--- src/rtl/size_down_fifo_pkg.sv ---
// size_down_fifo_pkg
//   Shared definitions for the width-down-converting FIFO controller:
//   - clog2: constant function used to size the slice counter.
//   - Derived widths for the default configuration (4-bit address,
//     32-bit write word, 4 slices per word).
//   - head_state_e: head-word sequencing state (IDLE / HEAD / PARTIAL).
package size_down_fifo_pkg;

  // Smallest n such that 2**n >= value; clog2(1) is 0.
  function automatic int clog2(input int value);
    int result;
    result = 0;
    for (int i = 0; i < 31; i++) begin
      if ((1 << i) < value) begin
        result = i + 1;
      end
    end
    return result;
  endfunction

  localparam int DEFAULT_ADDR_WIDTH = 4;
  localparam int DEFAULT_WR_WIDTH   = 32;
  localparam int DEFAULT_RATIO      = 4;

  localparam int SLICE_IDX_W = clog2(DEFAULT_RATIO);
  localparam int PTR_W       = DEFAULT_ADDR_WIDTH + 1;

  // IDLE: nothing stored. HEAD: head word present, no slice taken yet.
  // PARTIAL: at least one slice of the head word already consumed.
  typedef enum logic [1:0] {
    IDLE    = 2'd0,
    HEAD    = 2'd1,
    PARTIAL = 2'd2
  } head_state_e;

endpackage

--- src/rtl/ipm_distributed_sdpram_v1_2_size_down_fifo.sv ---
// ipm_distributed_sdpram_v1_2_size_down_fifo
//   Distributed simple-dual-port RAM: one synchronous write port, one read
//   port that is either combinational (OUT_REG=0, show-ahead) or registered
//   (OUT_REG=1). Memory contents are never reset; only the optional output
//   register is, with RST_TYPE selecting "ASYNC" or "SYNC" reset.
// Ports:
//   wr_clk   write clock
//   rd_clk   read clock (only used for the output register)
//   rst      active-high reset of the output register
//   wr_en    write strobe
//   wr_addr  write address
//   wr_data  write data
//   rd_addr  read address
//   rd_data  read data
module ipm_distributed_sdpram_v1_2_size_down_fifo #(
  parameter int    ADDR_WIDTH = 4,
  parameter int    DATA_WIDTH = 32,
  parameter int    OUT_REG    = 0,
  parameter string RST_TYPE   = "ASYNC"
) (
  input  logic                  wr_clk,
  input  logic                  rd_clk,
  input  logic                  rst,
  input  logic                  wr_en,
  input  logic [ADDR_WIDTH-1:0] wr_addr,
  input  logic [DATA_WIDTH-1:0] wr_data,
  input  logic [ADDR_WIDTH-1:0] rd_addr,
  output logic [DATA_WIDTH-1:0] rd_data
);

  localparam int DEPTH = 2 ** ADDR_WIDTH;

  logic [DATA_WIDTH-1:0] mem [DEPTH];

  always_ff @(posedge wr_clk) begin
    if (wr_en) begin
      mem[wr_addr] <= wr_data;
    end
  end

  if (OUT_REG == 0) begin : g_comb_out
    // Read clock and reset only matter when the output is registered.
    logic unused_rd_side;
    assign unused_rd_side = rd_clk ^ rst;
    assign rd_data = mem[rd_addr];
  end else if (RST_TYPE == "ASYNC") begin : g_reg_async
    always_ff @(posedge rd_clk or posedge rst) begin
      if (rst) begin
        rd_data <= '0;
      end else begin
        rd_data <= mem[rd_addr];
      end
    end
  end else begin : g_reg_sync
    always_ff @(posedge rd_clk) begin
      if (rst) begin
        rd_data <= '0;
      end else begin
        rd_data <= mem[rd_addr];
      end
    end
  end

endmodule

--- src/rtl/size_down_fifo_ctrl.sv ---
// size_down_fifo_ctrl
//   Single-clock FIFO that stores WR_WIDTH-bit words and emits them as
//   RATIO slices of RD_WIDTH bits, least-significant slice first, with a
//   show-ahead read (the current slice is visible while rd_valid is high).
// Ports:
//   wr_clk    sole clock
//   asyn_rst  asynchronous active-high reset
//   flush     synchronous clear of pointers and slice counter
//   wr_valid / wr_ready / wr_data   wide write handshake
//   rd_valid / rd_ready / rd_data   narrow read handshake (rd_data=0 when idle)
//   full, empty, level              occupancy in words (partial head counts)
module size_down_fifo_ctrl
  import size_down_fifo_pkg::*;
#(
  parameter int ADDR_WIDTH = 4,
  parameter int WR_WIDTH   = 32,
  parameter int RATIO      = 4,
  parameter int RD_WIDTH   = WR_WIDTH / RATIO
) (
  input  logic                  wr_clk,
  input  logic                  asyn_rst,
  input  logic                  flush,
  input  logic                  wr_valid,
  output logic                  wr_ready,
  input  logic [WR_WIDTH-1:0]   wr_data,
  output logic                  rd_valid,
  input  logic                  rd_ready,
  output logic [RD_WIDTH-1:0]   rd_data,
  output logic                  full,
  output logic                  empty,
  output logic [ADDR_WIDTH:0]   level
);

  localparam int IDX_W = clog2(RATIO);
  localparam logic [IDX_W-1:0]    LAST_SLICE = IDX_W'(RATIO - 1);
  localparam logic [IDX_W-1:0]    IDX_ONE    = IDX_W'(1);
  localparam logic [ADDR_WIDTH:0] PTR_ONE    = (ADDR_WIDTH + 1)'(1);

  logic [ADDR_WIDTH:0] wr_ptr;
  logic [ADDR_WIDTH:0] wr_ptr_next;
  logic [ADDR_WIDTH:0] rd_ptr;
  logic [ADDR_WIDTH:0] rd_ptr_next;
  logic [IDX_W-1:0]    slice_idx;
  logic [IDX_W-1:0]    slice_idx_next;
  head_state_e         head_state;
  head_state_e         head_state_next;

  logic                push;
  logic                take;
  logic                pop;
  logic [WR_WIDTH-1:0] ram_rd_data;
  logic [RD_WIDTH-1:0] slices [RATIO];

  // Flags come straight from the registered pointers; the extra wrap bit
  // tells a full FIFO apart from an empty one when the addresses match.
  assign empty    = (wr_ptr == rd_ptr);
  assign full     = (wr_ptr[ADDR_WIDTH-1:0] == rd_ptr[ADDR_WIDTH-1:0]) &&
                    (wr_ptr[ADDR_WIDTH] != rd_ptr[ADDR_WIDTH]);
  assign level    = wr_ptr - rd_ptr;
  assign wr_ready = !full;
  assign rd_valid = (head_state != IDLE);

  // A pop in the same cycle never frees space for a push while full.
  assign push = wr_valid && !full;
  assign take = rd_valid && rd_ready;
  assign pop  = take && (slice_idx == LAST_SLICE);

  always_ff @(posedge wr_clk or posedge asyn_rst) begin
    if (asyn_rst) begin
      wr_ptr     <= '0;
      rd_ptr     <= '0;
      slice_idx  <= '0;
      head_state <= IDLE;
    end else begin
      wr_ptr     <= wr_ptr_next;
      rd_ptr     <= rd_ptr_next;
      slice_idx  <= slice_idx_next;
      head_state <= head_state_next;
    end
  end

  // Next pointers, slice counter and head state. Flush overrides any
  // push or take presented in the same cycle.
  always_comb begin
    wr_ptr_next     = wr_ptr;
    rd_ptr_next     = rd_ptr;
    slice_idx_next  = slice_idx;
    head_state_next = head_state;

    if (flush) begin
      wr_ptr_next     = '0;
      rd_ptr_next     = '0;
      slice_idx_next  = '0;
      head_state_next = IDLE;
    end else begin
      if (push) begin
        wr_ptr_next = wr_ptr + PTR_ONE;
      end
      if (take) begin
        if (slice_idx == LAST_SLICE) begin
          slice_idx_next = '0;
          rd_ptr_next    = rd_ptr + PTR_ONE;
        end else begin
          slice_idx_next = slice_idx + IDX_ONE;
        end
      end

      case (head_state)
        IDLE: begin
          if (push) begin
            head_state_next = HEAD;
          end
        end
        HEAD: begin
          if (take) begin
            head_state_next = PARTIAL;
          end
        end
        PARTIAL: begin
          // Finishing the head word leaves a fresh head only if another
          // word is stored or one arrives in the same cycle.
          if (pop) begin
            head_state_next = ((level > PTR_ONE) || push) ? HEAD : IDLE;
          end
        end
        default: begin
          head_state_next = IDLE;
        end
      endcase
    end
  end

  ipm_distributed_sdpram_v1_2_size_down_fifo #(
    .ADDR_WIDTH (ADDR_WIDTH),
    .DATA_WIDTH (WR_WIDTH),
    .OUT_REG    (0),
    .RST_TYPE   ("ASYNC")
  ) u_ram (
    .wr_clk  (wr_clk),
    .rd_clk  (wr_clk),
    .rst     (asyn_rst),
    .wr_en   (push && !flush),
    .wr_addr (wr_ptr[ADDR_WIDTH-1:0]),
    .wr_data (wr_data),
    .rd_addr (rd_ptr[ADDR_WIDTH-1:0]),
    .rd_data (ram_rd_data)
  );

  for (genvar g = 0; g < RATIO; g++) begin : g_slice
    assign slices[g] = ram_rd_data[g*RD_WIDTH +: RD_WIDTH];
  end

  assign rd_data = rd_valid ? slices[slice_idx] : '0;

endmodule
--- config.mk ---
export PLATFORM = sky130hd
export DESIGN_NAME = size_down_fifo_ctrl
export DESIGN_NICKNAME = d
export VERILOG_FILES = /design/src/rtl/size_down_fifo_pkg.sv /design/src/rtl/ipm_distributed_sdpram_v1_2_size_down_fifo.sv /design/src/rtl/size_down_fifo_ctrl.sv
export SDC_FILE = /design/constraint.sdc
export NUM_CORES = 1
export LEC_CHECK = 0
export CORE_ASPECT_RATIO = 0.8
export CORE_UTILIZATION = 42
export DETAILED_ROUTE_END_ITERATION = 10
export GPL_TIMING_DRIVEN = 0
export PLACE_DENSITY_LB_ADDON = 0.3
export SLEW_MARGIN = 20
export SYNTH_ARGS = -nofsm -noshare
export SYNTH_HDL_FRONTEND = slang
export SYNTH_SLANG_ARGS = --single-unit
--- constraint.sdc ---
create_clock -name wr_clk -period 10.6 [get_ports wr_clk]
set_input_delay 2.65 -clock wr_clk [delete_from_list [all_inputs] [get_ports wr_clk]]
set_output_delay 2.65 -clock wr_clk [all_outputs]
set_load 0.02 [all_outputs]
## After elaboration in Yosys (flattened, before gate mapping)

Memories as Yosys holds them, arrays and structs flattened.
Cells that the tools add are included.

| storage, ports and cells | value |
|---|---|
| bits in registers | 14 |
| bits in writable memories | 512 |
| input bits | 37 |
| output and inout bits | 17 |
| word-level logic and storage cells | 56 |
| memories | 1 |

Memory list:

| name | words | width | read ports | clocked after memory_dff | wr ports | line | text |
|---|---|---|---|---|---|---|---|
| u_ram.mem | 16 | 32 | 1 | 0 | 1 | ipm_distributed_sdpram_v1_2_size_down_fifo.sv:33 | `logic [DATA_WIDTH-1:0] mem [DEPTH];` |

| cells by class | value |
|---|---|
| add/subtract/negate cells | 4 |
| order comparisons | 2 |
| equality and inequality tests | 9 |
| mux-type cells | 20 |
| bitwise gates (word level) | 1 |
| reductions and logical operators | 15 |

Operator list:

| kind | count |
|---|---|
| 2-to-1 mux 5 bit | 5 |
| 2-to-1 mux 8 bit | 3 |
| binary-select mux 8 bit (select 2 bit) | 1 |
| 2-to-1 mux 2 bit | 7 |
| adder 5 x 1 -> 5 bit, second input constant | 2 |
| inequality test 3 bit, second input constant | 3 |
| nonzero test 2 bit | 4 |
| case mux 2 bit (3 select lines) | 1 |
| == test 5 bit | 1 |
| greater-than comparator 5 x 1 -> 1 bit, second input constant | 1 |
| logical AND 1 bit | 5 |
| subtractor 5 bit | 1 |
| == test 2 bit, second input constant | 2 |
| == test 4 bit | 1 |
| greater-or-equal comparator 3 bit, second input constant | 1 |
| 2-to-1 mux 1 bit | 3 |
| NOT 2 -> 3 bit | 1 |
| AND reduction 3 bit | 1 |
| adder 2 x 1 -> 2 bit, second input constant | 1 |
| == test 2 x 1 -> 1 bit, second input constant | 1 |
| zero test 1 bit | 2 |
| zero test 2 bit | 1 |
| AND reduction 2 bit | 1 |
| logical OR 1 bit | 1 |
| inequality test 1 bit | 1 |

## Logic depth before layout (Yosys ltp)

| depth | value |
|---|---|
| word-level depth | 9 |
| depth in mapped cells | 10 |
| mapped depth without buffers | 9 |

## By module

From an unflattened synthesis, not the netlist that was laid out.

| unflattened totals | value |
|---|---|
| cell total of the unflattened synthesis | 917 |
| area, all modules | 20360.8 um^2 |

By module, submodules not included:

| module | times used | cells each | area an instance (um^2) | sequential area each (um^2) |
|---|---|---|---|---|
| ipm_distributed_sdpram_v1_2_size_down_fifo | 1 | 806 | 19213.4 | 15374.7 |
| size_down_fifo_ctrl | 1 | 111 | 1147.4 | 350.3 |

## Worst setup path after synthesis

OpenSTA, ideal clock, no wires.

| path | value |
|---|---|
| kind | input-to-reg |
| from | input wr_valid |
| to | memory u_ram.mem[0][0] (enable) |
| library setup time | 461 ps |
| data arrival time | 5292 ps |
| required time | 10139 ps |
| slack | 4847 ps |
| stages on the path | 4 |
| path buffers | 0 |
| cell sequence | o21ai_0 -> nor2_1 -> nand2_1 -> nor3_1 |

| between the ends | value |
|---|---|
| cells in the longest elaborated chain, start to end | 4 |

RTL lines:

| what | line | text |
|---|---|---|
| start, declared | size_down_fifo_ctrl.sv:23 | `input logic wr_valid,` |
| logical AND 1 bit | size_down_fifo_ctrl.sv:64 | `assign push = wr_valid && !full;` |
| logical AND 1 bit | size_down_fifo_ctrl.sv:142 | `.wr_en (push && !flush),` |
| 2-to-1 mux 1 bit | ipm_distributed_sdpram_v1_2_size_down_fifo.sv:36 | `if (wr_en) begin` |
| 2-to-1 mux 1 bit (not written as such) | ipm_distributed_sdpram_v1_2_size_down_fifo.sv:37 | `mem[wr_addr] <= wr_data;` |
| end, declared | ipm_distributed_sdpram_v1_2_size_down_fifo.sv:33 |  |

Every way passes these cells.

## Worst setup path after layout

| path | value |
|---|---|
| from | register rd_ptr[2] |
| to | output rd_data[2] |

| between the ends | value |
|---|---|
| cells in the longest elaborated chain, start to end | 5 |

RTL lines:

| what | line | text |
|---|---|---|
| start, declared | size_down_fifo_ctrl.sv:41 | `logic [ADDR_WIDTH:0] rd_ptr;` |
| start signal, assigned | size_down_fifo_ctrl.sv:76 | `rd_ptr <= rd_ptr_next;` |
| memory read (16 x 32 bit) | - |  |
| binary-select mux 8 bit (select 2 bit) | size_down_fifo_ctrl.sv:153 | `assign rd_data = rd_valid ? slices[slice_idx] : '0;` |
| 2-to-1 mux 8 bit (not written as such) (2 in a row) | size_down_fifo_ctrl.sv:153 |  |
| 2-to-1 mux 8 bit | size_down_fifo_ctrl.sv:153 |  |
| end, declared | size_down_fifo_ctrl.sv:28 | `output logic [RD_WIDTH-1:0] rd_data,` |

Every way passes these cells. The select of a mux whose other input is x is not followed.

==> results.json <==
{
  "numCtsBuffers": 49,
  "p_per_area_mw_per_mm2": 172,
  "vias": 10416,
  "power_uw": 4150,
  "place_congestion": 0.807,
  "cts_setup_buffers": 0,
  "muxShareOfSynthArea_pct": 14.5,
  "htreeDepth": 2,
  "viasPerCell": 5.79,
  "irDropWorstVdd_uv": 116,
  "numClockSinks": 526,
  "synth_commonest_cells": "edfxtp_1, mux4_2, mux2i_1, nor2_1, a211oi_1",
  "rows": 72,
  "endpoint_kind": "output port",
  "async_reset_ff_share_pct": 2.66,
  "period_share_pct": 64.1,
  "required_ns": 7.95,
  "path_buf_inv": 3,
  "drive_gt1_share_pct": 21.5,
  "p_switching_uw": 847,
  "synth.most_common_cell": "edfxtp_1",
  "leakagePower_uw": 0.00745,
  "synthAdderAreaFrac_pct": 0.706,
  "synthFlopType": "edfxtp_1",
  "path_cells": "buf_2, nor2_1, clkbuf_1, a211oi_1, a211oi_1, a31o_1, clkdlybuf4s50_1",
  "grt_pass1_vias": 10153,
  "ys_warn_count": 0,
  "core_sq_mm": 0.0483,
  "finalWirelength_microns": 48600,
  "synth_edf_count": 512,
  "max_slew_margin_pct": 33.9,
  "startpoint_type": "flip-flop",
  "crit_fanout": 10,
  "grt_start_max_net_pins": 21,
  "crit_top_cell": "a211oi_1",
  "dr.pass1.iters": 5,
  "yosysSeqAreaShare_pct": 76.5,
  "slew_viol_final": 0,
  "cp_slowest_cell": "nor2_1",
  "path_class": "flip-flop to output port",
  "synth.avg_cell_area_sq_um": 20.8,
  "critical-path-max-stage-delay_ns": 0.73,
  "wire_per_inst_microns": 27.1,
  "hold_buffers": 0,
  "cts_tree": "built",
  "synth.distinct_cells": 47,
  "hold_path.class": "flip-flop to flip-flop",
  "fp.dieW_microns": 249,
  "antenna_found_initial": 0,
  "tightest_slew_ns": 0.988,
  "synth_cells": 990,
  "syn-num-nets": 1038,
  "dpl_cell_area_sq_mm": 0.0225,
  "fp.dieH_microns": 200,
  "drt_iter0_drc": 1256,
  "hpwl_microns": 32900,
  "clkTransAtPathRegs_ns": 0.06,
  "netlist.area_leader.share_pct": 74.8,
  "nets": 1177,
  "n_antenna_cell": 0,
  "synthSimpleGateAreaFrac_pct": 1.78,
  "fmax_mhz": 147,
  "crit_family": "buffers and inverters",
  "place_ws_ns": 4.43,
  "finalCriticalPeriod_ns": 6.79,
  "synthTopCellsByArea": "edfxtp_1, mux4_2, mux2i_1",
  "swShare_pct": 20.4,
  "skew_ns": 0.0155,
  "route.detailed.drc": 0,
  "grt_pass1_wl_microns": 70600,
  "synth_compound_area_share_pct": 4.24,
  "combinationalPowerShare_pct": 3.3,
  "rsz0062_at_grt": "no",
  "fin_setup_tns_ns": 0,
  "synth.cell_area_sq_mm": 0.0206,
  "seq_power_share_pct": 55.4,
  "clkLatencyLatePin_ns": 0.57,
  "clock-root-buffer": "clkbuf_16",
  "cap_violations": 0,
  "setup_ws_ns": 3.81,
  "grt-ovfl-total": 0,
  "cts-resized-gates": 0,
  "io_pins": 54,
  "clkPwrFrac_pct": 41.3,
  "status": "complete, no violations",
  "hold_viol": 0,
  "setup-violations-final": 0,
  "internal-power_uw": 3310,
  "area_growth_pct": 17.1,
  "postRouteAntennaNets": 0,
  "synthXorXnorAreaFrac_pct": 0.511,
  "final_util_pct": 49.9,
  "synth_area_leader_cell": "edfxtp_1",
  "ys_seq_elements": 526,
  "worstPathArrival_ns": 4.14,
  "synth_top_family_by_area": "multiplexers",
  "grt_usage_pct": 19.8,
  "final_area_sq_mm": 0.0241,
  "fp.dieArea_sq_mm": 0.0498,
  "initial_core_util_pct": 42.6,
  "numPortBuffers": 53,
  "cts_buffer_depth": 3
}
-- per-stage QoR --
stage | std cells | hold WS [ns]
2_1_floorplan | 990 | 0.481
4_1_cts | 1798 | 0.541
3_3_place_gp | 1672 | 0.506
6_report | 1798 | 0.549
3_5_place_dp | 1707 | 0.530
5_1_grt | 1798 | 0.571
-- state kept, by name (all words and copies together) (netlist names) --
| register | count |
|---|---|
| u_ram.mem | 512 |
| slice_idx | 2 |
| wr_ptr | 5 |
| rd_ptr | 5 |
| head_state | 2 |
-- area by class of cell --
| class | instances | area, sq um |
|---|---|---|
| timing repair buffer | 88 | 1060 |
| multi-input combinational | 402 | 4590 |
| fill | 3849 | 24200 |
| clock buffer | 61 | 1360 |
| sequential | 526 | 15700 |
| buffer | 52 | 320 |
| clock inverter | 30 | 199 |
| inverter | 10 | 37.5 |
| tap | 629 | 787 |
-- layer usage --
metal | GRT usage, % | up-vias | share of wire, %
li1 | - | 4421 | -
met1 | 29.7 | 5464 | 45
met2 | 28.7 | 456 | 43
met3 | 4.82 | 75 | 8.9
met4 | 6.22 | 0 | 2.7
met5 | 0 | - | 0
-- path summary, 6_finish.rpt --
| check | start | to | slack, ns | cells after the start |
|---|---|---|---|---|
| worst max-delay path | rd_ptr[2]$_DFFE_PP0P_ | rd_data[2] | 3.81 | 7 |
| worst min-delay path | head_state[0]$_DFFE_PP0P_ | head_state[0]$_DFFE_PP0P_ | 0.55 | 1 |
| worst max register to register | rd_ptr[2]$_DFFE_PP0P_ | u_ram.mem[3][4]$_DFFE_PP_ | 6.36 | 12 |
| worst min register to register | head_state[0]$_DFFE_PP0P_ | head_state[0]$_DFFE_PP0P_ | 0.55 | 1 |
| max in group asynchronous | asyn_rst | rd_ptr[2]$_DFFE_PP0P_ | 7.80 | 2 |
| min in group asynchronous | asyn_rst | wr_ptr[3]$_DFFE_PP0P_ | 2.43 | 2 |
-- cell families (layout without fill, tap and decap cells) --
family          count (synthesis)  after routing
xor+xnor                       12             12
simple gates                   78             78
fa+ha+maj                      11             11
compound gates                124            124
mux                           177            177
buf+inv                        62            241
flops                         526            526
-- power groups by stage --
stage               clock network (uW)  registers (uW)  logic, uW
detailed placement                   0            2350        136
CTS                               1740            2300        137
floorplan                            0            2350       53.0
global placement                     0            2350        127
global route                      1820            2300        147
finish                            1710            2300        136
-- cell usage in the layout (no fill, tap or decap), types with 23 or more instances in the layout --
cell type and count:
nor2_1 23, mux2i_1 79, mux4_2 88, edfxtp_1 512, clkbuf_1 24, clkbuf_16 51, clkdlybuf4s50_1 53, buf_4 31
a211oi_1 28
Power figures use the tool's default switching activity.
